<file path="config.mk">
export PLATFORM = sky130hd
export DESIGN_NAME = mac_pipe_unit_flat
export DESIGN_NICKNAME = d
export VERILOG_FILES = /design/src/rtl/mac_pipe_unit_if.sv /design/src/rtl/mac_pipe_unit.sv /design/src/flat_wrapper.sv
export SDC_FILE = /design/constraint.sdc
export NUM_CORES = 2
export LEC_CHECK = 0
export BUFFER_PORTS_ARGS = -buffer_cell sky130_fd_sc_hd__buf_2
export CORE_UTILIZATION = 67
export CTS_BUF_LIST = sky130_fd_sc_hd__clkbuf_4 sky130_fd_sc_hd__clkbuf_8 sky130_fd_sc_hd__clkbuf_16
export DETAILED_ROUTE_END_ITERATION = 10
export HOLD_SLACK_MARGIN = 0.1
export PLACE_DENSITY = 0.83
export SYNTH_ARGS = -nofsm -noshare
export SYNTH_HDL_FRONTEND = slang
export SYNTH_SLANG_ARGS = --single-unit
</file>
<file path="constraint.sdc">
create_clock -name clk -period 10.5 [get_ports clk]
set_clock_uncertainty 0.15 [all_clocks]
set_input_delay 1.575 -clock clk [delete_from_list [all_inputs] [get_ports clk]]
set_output_delay 1.575 -clock clk [all_outputs]
set_load 0.005 [all_outputs]
</file>
<file path="src/rtl/mac_pipe_unit_if.sv">
// Operand/result bus of the arithmetic pipeline. The master drives operands
// and mode; the slave (the pipeline) returns the result and status.
interface mac_pipe_unit_if #(
  parameter int DATA_W  = 32,
  parameter int GUARD_W = 8
);
  localparam int ACC_W = DATA_W + GUARD_W;

  logic              in_valid;
  logic [1:0]        mode;
  logic [DATA_W-1:0] A;
  logic [DATA_W-1:0] B;
  logic              out_valid;
  logic [ACC_W-1:0]  Result;
  logic              sat;
  logic              acc_busy;

  modport master (
    output in_valid, mode, A, B,
    input  out_valid, Result, sat, acc_busy
  );

  modport slave (
    input  in_valid, mode, A, B,
    output out_valid, Result, sat, acc_busy
  );
endinterface

</file>
<file path="src/rtl/mac_pipe_unit.sv">
// Two-stage add / multiply / multiply-accumulate pipeline with a guarded,
// saturating accumulator. Stage 1 forms the term (sum or clipped product),
// stage 2 applies it to the result register and, for MAC/CLR, the accumulator.
// Assumes 1 <= GUARD_W <= DATA_W so the product is at least as wide as the
// accumulator and an ADD term never overflows it.
module mac_pipe_unit #(
  parameter int DATA_W  = 32,
  parameter int GUARD_W = 8
) (
  input  logic           clk,
  input  logic           nRST,
  mac_pipe_unit_if.slave bus
);
  localparam int ACC_W  = DATA_W + GUARD_W;
  localparam int PROD_W = 2 * DATA_W;

  typedef enum logic [1:0] {
    MODE_ADD = 2'b00,
    MODE_MUL = 2'b01,
    MODE_MAC = 2'b10,
    MODE_CLR = 2'b11
  } mode_e;

  localparam logic [ACC_W-1:0]  ACC_ONES   = '1;
  localparam logic [PROD_W-1:0] PROD_LIMIT = PROD_W'(ACC_ONES);

  mode_e             mode_in;
  logic [DATA_W:0]   add_sum;
  logic [PROD_W-1:0] prod;
  logic              prod_ovf;
  logic [ACC_W-1:0]  term_d;
  logic              sat_d;

  // vld_pipe[0]: stage-1 valid, vld_pipe[1]: result valid
  logic [1:0]        vld_pipe;
  mode_e             mode_s1;
  logic [ACC_W-1:0]  term_s1;
  logic              sat_s1;

  logic [ACC_W-1:0]  acc;
  logic [ACC_W:0]    mac_sum;
  logic [ACC_W-1:0]  result_q;
  logic              sat_q;

  assign mode_in = mode_e'(bus.mode);

  // Stage-1 term: ADD is zero-extended, products above the accumulator range clip to all ones
  always_comb begin
    add_sum  = {1'b0, bus.A} + {1'b0, bus.B};
    prod     = PROD_W'(bus.A) * PROD_W'(bus.B);
    prod_ovf = prod > PROD_LIMIT;
    term_d   = '0;
    sat_d    = 1'b0;
    case (mode_in)
      MODE_ADD: term_d = ACC_W'(add_sum);
      MODE_MUL,
      MODE_MAC: begin
        term_d = prod_ovf ? ACC_ONES : prod[ACC_W-1:0];
        sat_d  = prod_ovf;
      end
      default:  term_d = '0;
    endcase
  end

  // Valid shift register; reset drops anything in flight
  always_ff @(posedge clk) begin
    if (!nRST) vld_pipe <= '0;
    else       vld_pipe <= {vld_pipe[0], bus.in_valid};
  end

  // Stage-1 payload, loaded only for accepted inputs
  always_ff @(posedge clk) begin
    if (!nRST) begin
      mode_s1 <= MODE_ADD;
      term_s1 <= '0;
      sat_s1  <= 1'b0;
    end else if (bus.in_valid) begin
      mode_s1 <= mode_in;
      term_s1 <= term_d;
      sat_s1  <= sat_d;
    end
  end

  // Carry out of this sum means the accumulator would wrap
  assign mac_sum = {1'b0, acc} + {1'b0, term_s1};

  // Stage 2: the only place the accumulator is read or written, so back-to-back MACs chain
  always_ff @(posedge clk) begin
    if (!nRST) begin
      acc      <= '0;
      result_q <= '0;
      sat_q    <= 1'b0;
    end else if (vld_pipe[0]) begin
      case (mode_s1)
        MODE_ADD,
        MODE_MUL: begin
          result_q <= term_s1;
          sat_q    <= sat_s1;
        end
        MODE_MAC: begin
          if (mac_sum[ACC_W]) begin
            acc      <= ACC_ONES;
            result_q <= ACC_ONES;
            sat_q    <= 1'b1;
          end else begin
            acc      <= mac_sum[ACC_W-1:0];
            result_q <= mac_sum[ACC_W-1:0];
            sat_q    <= sat_s1;
          end
        end
        default: begin
          acc      <= '0;
          result_q <= '0;
          sat_q    <= 1'b0;
        end
      endcase
    end
  end

  assign bus.out_valid = vld_pipe[1];
  assign bus.Result    = result_q;
  assign bus.sat       = sat_q;
  assign bus.acc_busy  = vld_pipe[0] && (mode_s1 == MODE_MAC || mode_s1 == MODE_CLR);
endmodule

</file>
<file path="src/flat_wrapper.sv">
// flat-port wrapper written by rule: the top's interface ports become plain ports
module mac_pipe_unit_flat 
#(
  parameter int DATA_W  = 32,
  parameter int GUARD_W = 8
)
  (clk, nRST, bus_in_valid, bus_mode, bus_A, bus_B, bus_out_valid, bus_Result, bus_sat, bus_acc_busy);
  mac_pipe_unit_if #(.DATA_W(DATA_W), .GUARD_W(GUARD_W)) bus_i ();
  input  logic clk;
  input  logic nRST;
  input wire logic [$bits(bus_i.in_valid)-1:0] bus_in_valid;
  input wire logic [$bits(bus_i.mode)-1:0] bus_mode;
  input wire logic [$bits(bus_i.A)-1:0] bus_A;
  input wire logic [$bits(bus_i.B)-1:0] bus_B;
  output wire logic [$bits(bus_i.out_valid)-1:0] bus_out_valid;
  output wire logic [$bits(bus_i.Result)-1:0] bus_Result;
  output wire logic [$bits(bus_i.sat)-1:0] bus_sat;
  output wire logic [$bits(bus_i.acc_busy)-1:0] bus_acc_busy;
  assign bus_i.in_valid = bus_in_valid;
  assign bus_i.mode = bus_mode;
  assign bus_i.A = bus_A;
  assign bus_i.B = bus_B;
  assign bus_out_valid = bus_i.out_valid;
  assign bus_Result = bus_i.Result;
  assign bus_sat = bus_i.sat;
  assign bus_acc_busy = bus_i.acc_busy;
  mac_pipe_unit #(.DATA_W(DATA_W), .GUARD_W(GUARD_W)) u_core (.clk(clk), .nRST(nRST), .bus(bus_i));
endmodule
</file>
Yosys cells after proc, flatten, opt, wreduce, memory -nomap -nowiden
Index checks and enable logic that the tools add are counted.

RAM bits: 0. Bits in latches: 0. ROM bits: 0. Memories: 0. Output and inout port bits: 43. Bits in registers: 126.

Divide/modulo/power cells: 0. Bitwise operators: 1. Shift-type cells: 0. $mul: 1. $lt $le $gt $ge: 1. Add/subtract/negate cells: 2. Multiplexer cells: 8. Reductions and logical operators: 7. Equal/unequal tests: 5.

Operators with widths (count): 40-bit case mux with 2 select lines (3); 40-bit two-way mux (2); 64-bit by 40-bit > comparator with 1-bit output (second input constant) (1); 32-bit by 32-bit multiplier with 64-bit output (1); 40-bit by 40-bit adder with 41-bit output (1); 32-bit by 32-bit adder with 33-bit output (1); 2-bit == test (second input constant) (3); 2-bit by 1-bit == test with 1-bit output (second input constant) (2); 2-bit zero test (2); 2-bit OR reduction (2); 1-bit two-way mux (2); 1-bit case mux with 2 select lines (1); 2-bit AND reduction (1); 1-bit logical AND (1); 1-bit logical OR (1); 1-bit inverter (1).

Logic depth before layout (Yosys ltp)
Word-level depth: 4. Gate-level depth with buffers: 31.

Least setup slack after synthesis
No wires, ideal clock.

Path kind: in2reg. Start: in bus_A[27]. End: reg u_core.term_s1[32]. Setup slack: 1184 ps. Buffers on the path: 3. Arrival time: 9036 ps. Library setup time: 130 ps. Data required time: 10220 ps. Cell stages on the path: 29. Path through: clkbuf_1 -> nand2_1 -> fa_1 -> inv_1 -> fa_1 -> fa_1 -> inv_1 -> fa_1 -> inv_1 -> fa_1 -> fa_1 -> fa_1 -> inv_1 -> fa_1 -> inv_1 -> ha_1 -> and4_1 -> nand4_2 -> or4b_4 -> a2111oi_4 -> or2_2 -> o221ai_2 -> a211oi_2 -> nand4_1 -> nor4_1 -> and2_1 -> buf_4 -> buf_4 -> o211ai_1.

Word-level cells in the longest chain between the ends: 4. Elaborated cells between the ends (all ways): 5. Classes of those cells: 1 x add/sub; 1 x mul; 1 x order compare; 2 x mux.

RTL lines: start, declared (line flat_wrapper.sv:13) `input wire logic [$bits(bus_i.A)-1:0] bus_A;`; 32-bit by 32-bit multiplier with 64-bit output (line mac_pipe_unit.sv:50) `prod = PROD_W'(bus.A) * PROD_W'(bus.B);`; 64-bit by 40-bit > comparator with 1-bit output (line mac_pipe_unit.sv:51) `prod_ovf = prod > PROD_LIMIT;`; 40-bit two-way mux (line mac_pipe_unit.sv:58) `term_d = prod_ovf ? ACC_ONES : prod[ACC_W-1:0];`; 40-bit case mux with 2 select lines * (line mac_pipe_unit.sv:54) `case (mode_in)`; end signal, assigned (line mac_pipe_unit.sv:79) `term_s1 <= term_d;`; end, declared (line mac_pipe_unit.sv:37) `logic [ACC_W-1:0] term_s1;`.

Every way passes the cells marked *; elsewhere a longest branch is shown, timed or not. A chain may end at the register's enable or synchronous reset.

Worst setup path after layout
Start: in bus_A[16]. End: reg u_core.term_s1[4].

Word-level cells in the longest chain between the ends: 4.

RTL lines (line): 32-bit by 32-bit multiplier with 64-bit output (mac_pipe_unit.sv:50); 64-bit by 40-bit > comparator with 1-bit output (mac_pipe_unit.sv:51); 40-bit two-way mux (mac_pipe_unit.sv:58); 40-bit case mux with 2 select lines (mac_pipe_unit.sv:54).

No other way between the ends.

==> flow_metrics.env <==
export IMPL_syn_instance_count=4996
export IMPL_drtAntennaViolNets=0
export IMPL_gp_congestion=1.02
export IMPL_htree_levels=4
export IMPL_critPathMaxFanout=40
export IMPL_via_per_inst=6.07
export IMPL_critPathLaunchType="input port"
export IMPL_ys_flop_type="dfxtp_1"
export IMPL_drt_pass1_iter_count=9
export IMPL_rsz0062_at_grt="no"
export IMPL_synth_area_leaders="fa_1 (42%), ha_1 (9.9%), inv_1 (8.3%), and2_1 (7.4%), nand2_1 (6.3%)"
export IMPL_utilization_pct=70.6
export IMPL_setup_viol=0
export IMPL_die_w_um=254
export IMPL_die_h_um=254
export IMPL_routed_wl_um=119000
export IMPL_outcome="complete, but fails checks"
export IMPL_fin_crit_sh_pct=95.3
export IMPL_vias=35100
export IMPL_clk_pin_slew_ps=60
export IMPL_grt_pass1_vias=36800
export IMPL_min_period_ps=10010
export IMPL_hp_class="flip-flop to flip-flop"
export IMPL_failed_checks="DRC"
export IMPL_drive_gt1_share_pct=5.22
export IMPL_syn_area_um2=42600
export IMPL_register_area_um2=2520
export IMPL_yosys_area_top_type="fa_1"
export IMPL_synth_nets=6300
export IMPL_wl_per_cell_um=20.5
export IMPL_numCtsBuffers=17
export IMPL_grt_overflow=0
export IMPL_fp_row_count=92
export IMPL_syn_avg_cell_area_um2=8.52
export IMPL_cts_tree="done"
export IMPL_layout_common_cells="inv_1 (942), fa_1 (898), nand2_1 (712)"
export IMPL_io_pins=112
export IMPL_cp_data_arrival_time_ps=10160
export IMPL_yosys_warnings=0
export IMPL_grtUsageTotal_pct=38.7
export IMPL_drv_slew=0
export IMPL_clk_path_buf_depth=2
export IMPL_synth_edff_count=0
export IMPL_hpwl_um=97800
export IMPL_max_freq_mhz=99.9
export IMPL_worst_slew_pin_slew_ps=1220
export IMPL_syn2layout_area_growth_pct=4.39
export IMPL_slew_headroom_pct=18.5
export IMPL_clock_sinks=126
export IMPL_hold_viol=0
export IMPL_grt_max_degree=76
export IMPL_critPathKind="input port to flip-flop"
export IMPL_io_buffers=111
export IMPL_drc=2
export IMPL_coreArea_um2=63000
export IMPL_layout_commonest_cell="inv_1"
export IMPL_finalSetupTns_ps=0
export IMPL_drt_iter0_drc=3115
export IMPL_ys_ff_latch=126
export IMPL_fillers=4793
export IMPL_worstSetupEndpointType="flip-flop"
export IMPL_async_reset_ff_share_pct=0
export IMPL_clock_latency_ps=430
export IMPL_placed_area_um2=43800
export IMPL_multi_input_area_um2=35500
export IMPL_postLayoutCellArea_um2=44500
export IMPL_grt_pass1_wl_um=193000
export IMPL_die_area_um2=64600
export IMPL_hold_slack_ps=289
export IMPL_worst_ep_required_time_ps=10650
export IMPL_root_buffer="clkbuf_16"
export IMPL_antenna_found_initial=4
export IMPL_yosys_cell_types_count=83
export IMPL_nNetsFinal=6232
export IMPL_ys_seq_area_share_pct=5.92
export IMPL_drv_cap=0
export IMPL_start_util_pct=67.6
export IMPL_synth_top_cell_area_share_pct=42.2
worst max-delay path: stages:
cell	delay, ps
buf_2	400
buf_4	290
nand2_1	100
fa_1	570
inv_1	50
fa_1	460
fa_1	500
fa_1	560
fa_1	450
fa_1	490
fa_1	520
inv_1	60
fa_1	470
inv_1	40
ha_1	400
and4_1	340
nand4_2	170
or4b_4	530
a2111oi_4	390
or2_2	240
o211ai_1	110
a31oi_1	270
o2111ai_1	170
nor4_1	370
and2_1	230
buf_12	220
a41oi_1	140
registers in the layout (all words and copies together), names as in the netlist:
register / flops
u_core.acc: 40
u_core.bus.Result: 40
u_core.bus.sat: 1
u_core.mode_s1: 2
u_core.sat_s1: 1
u_core.term_s1: 40
u_core.vld_pipe: 2
cell usage after synthesis, drive strengths merged (6+ instances only):
library cell and instances:
o31ai 6, or2 8, or3 9, nor3 24
a211o 6, nor4 9, dfxtp 126, a211oi 22
buf 18, a221oi 6, a2bb2oi 16, clkbuf 268
nand4 35, and2 501, o211ai 21, xnor2 68
a2111oi 6, and3 15, fa 898, a311oi 7
ha 337, nor2 128, and4 11, nand2 712
o22ai 16, a31oi 25, inv 942, o21ai 211
nand2b 22, nor2b 29, xor2 35, a21oi 221
a21o 56, o21bai 18, o21a 23, o221ai 7
o31a 8, a22oi 8, nand3 37
cells by family after synthesis:
family | after synthesis | synth area share (%)
AO/OA/AOI/OAI | 736 | 10.8
XOR/XNOR | 103 | 2.12
adder cells (fa/ha/maj) | 1235 | 52.1
buffers and inverters | 1229 | 10.9
flip-flops | 126 | 5.92
multiplexers | 6 | 0.144
AND/OR/NAND/NOR | 1561 | 18.0
cell type report:
class                   count  share of cell area (%)
inverters                 943                    7.96
diodes                      2                  0.0113
repair buffers            199                    2.89
multi-input cells        3641                    79.7
well taps                 846                    2.38
clock buffers              24                    1.15
flip-flops and latches    126                    5.67
clock inverters             6                   0.186
path summary, 6_finish.rpt:
check,from,end,slack (ps),cells after the start
setup / recovery,bus_A[16],u_core.term_s1[4],490,27
hold / removal,u_core.acc[32],u_core.acc[32],290,2
setup reg to reg,u_core.term_s1[0],u_core.bus.Result[4],6250,14
hold reg to reg,u_core.acc[32],u_core.acc[32],290,2
routing by layer:
layer	vias up	track usage, %	part of all wire [%]
met2	1861	63.1	47
li1	15300	-	-
met4	4	21.5	6.4
met5	-	0	0.022
met3	451	6.46	8.7
met1	17500	49.1	37
timing repair:
action                     CTS  global route
gates resized for setup      0            17
buffers inserted             0             0
hold buffers                 0             0
setup endpoints to repair    0            41
per-stage QoR:
stage	worst slack, ps	std cells
finish	491	5787
CTS	350	5785
global route	28.8	5786
detailed placement	6.63	5755
global placement	59.5	5755
floorplan	1180	4996
Power is not shown: default switching activity piles up to over one toggle a cycle in this logic, so the estimate is an artifact.
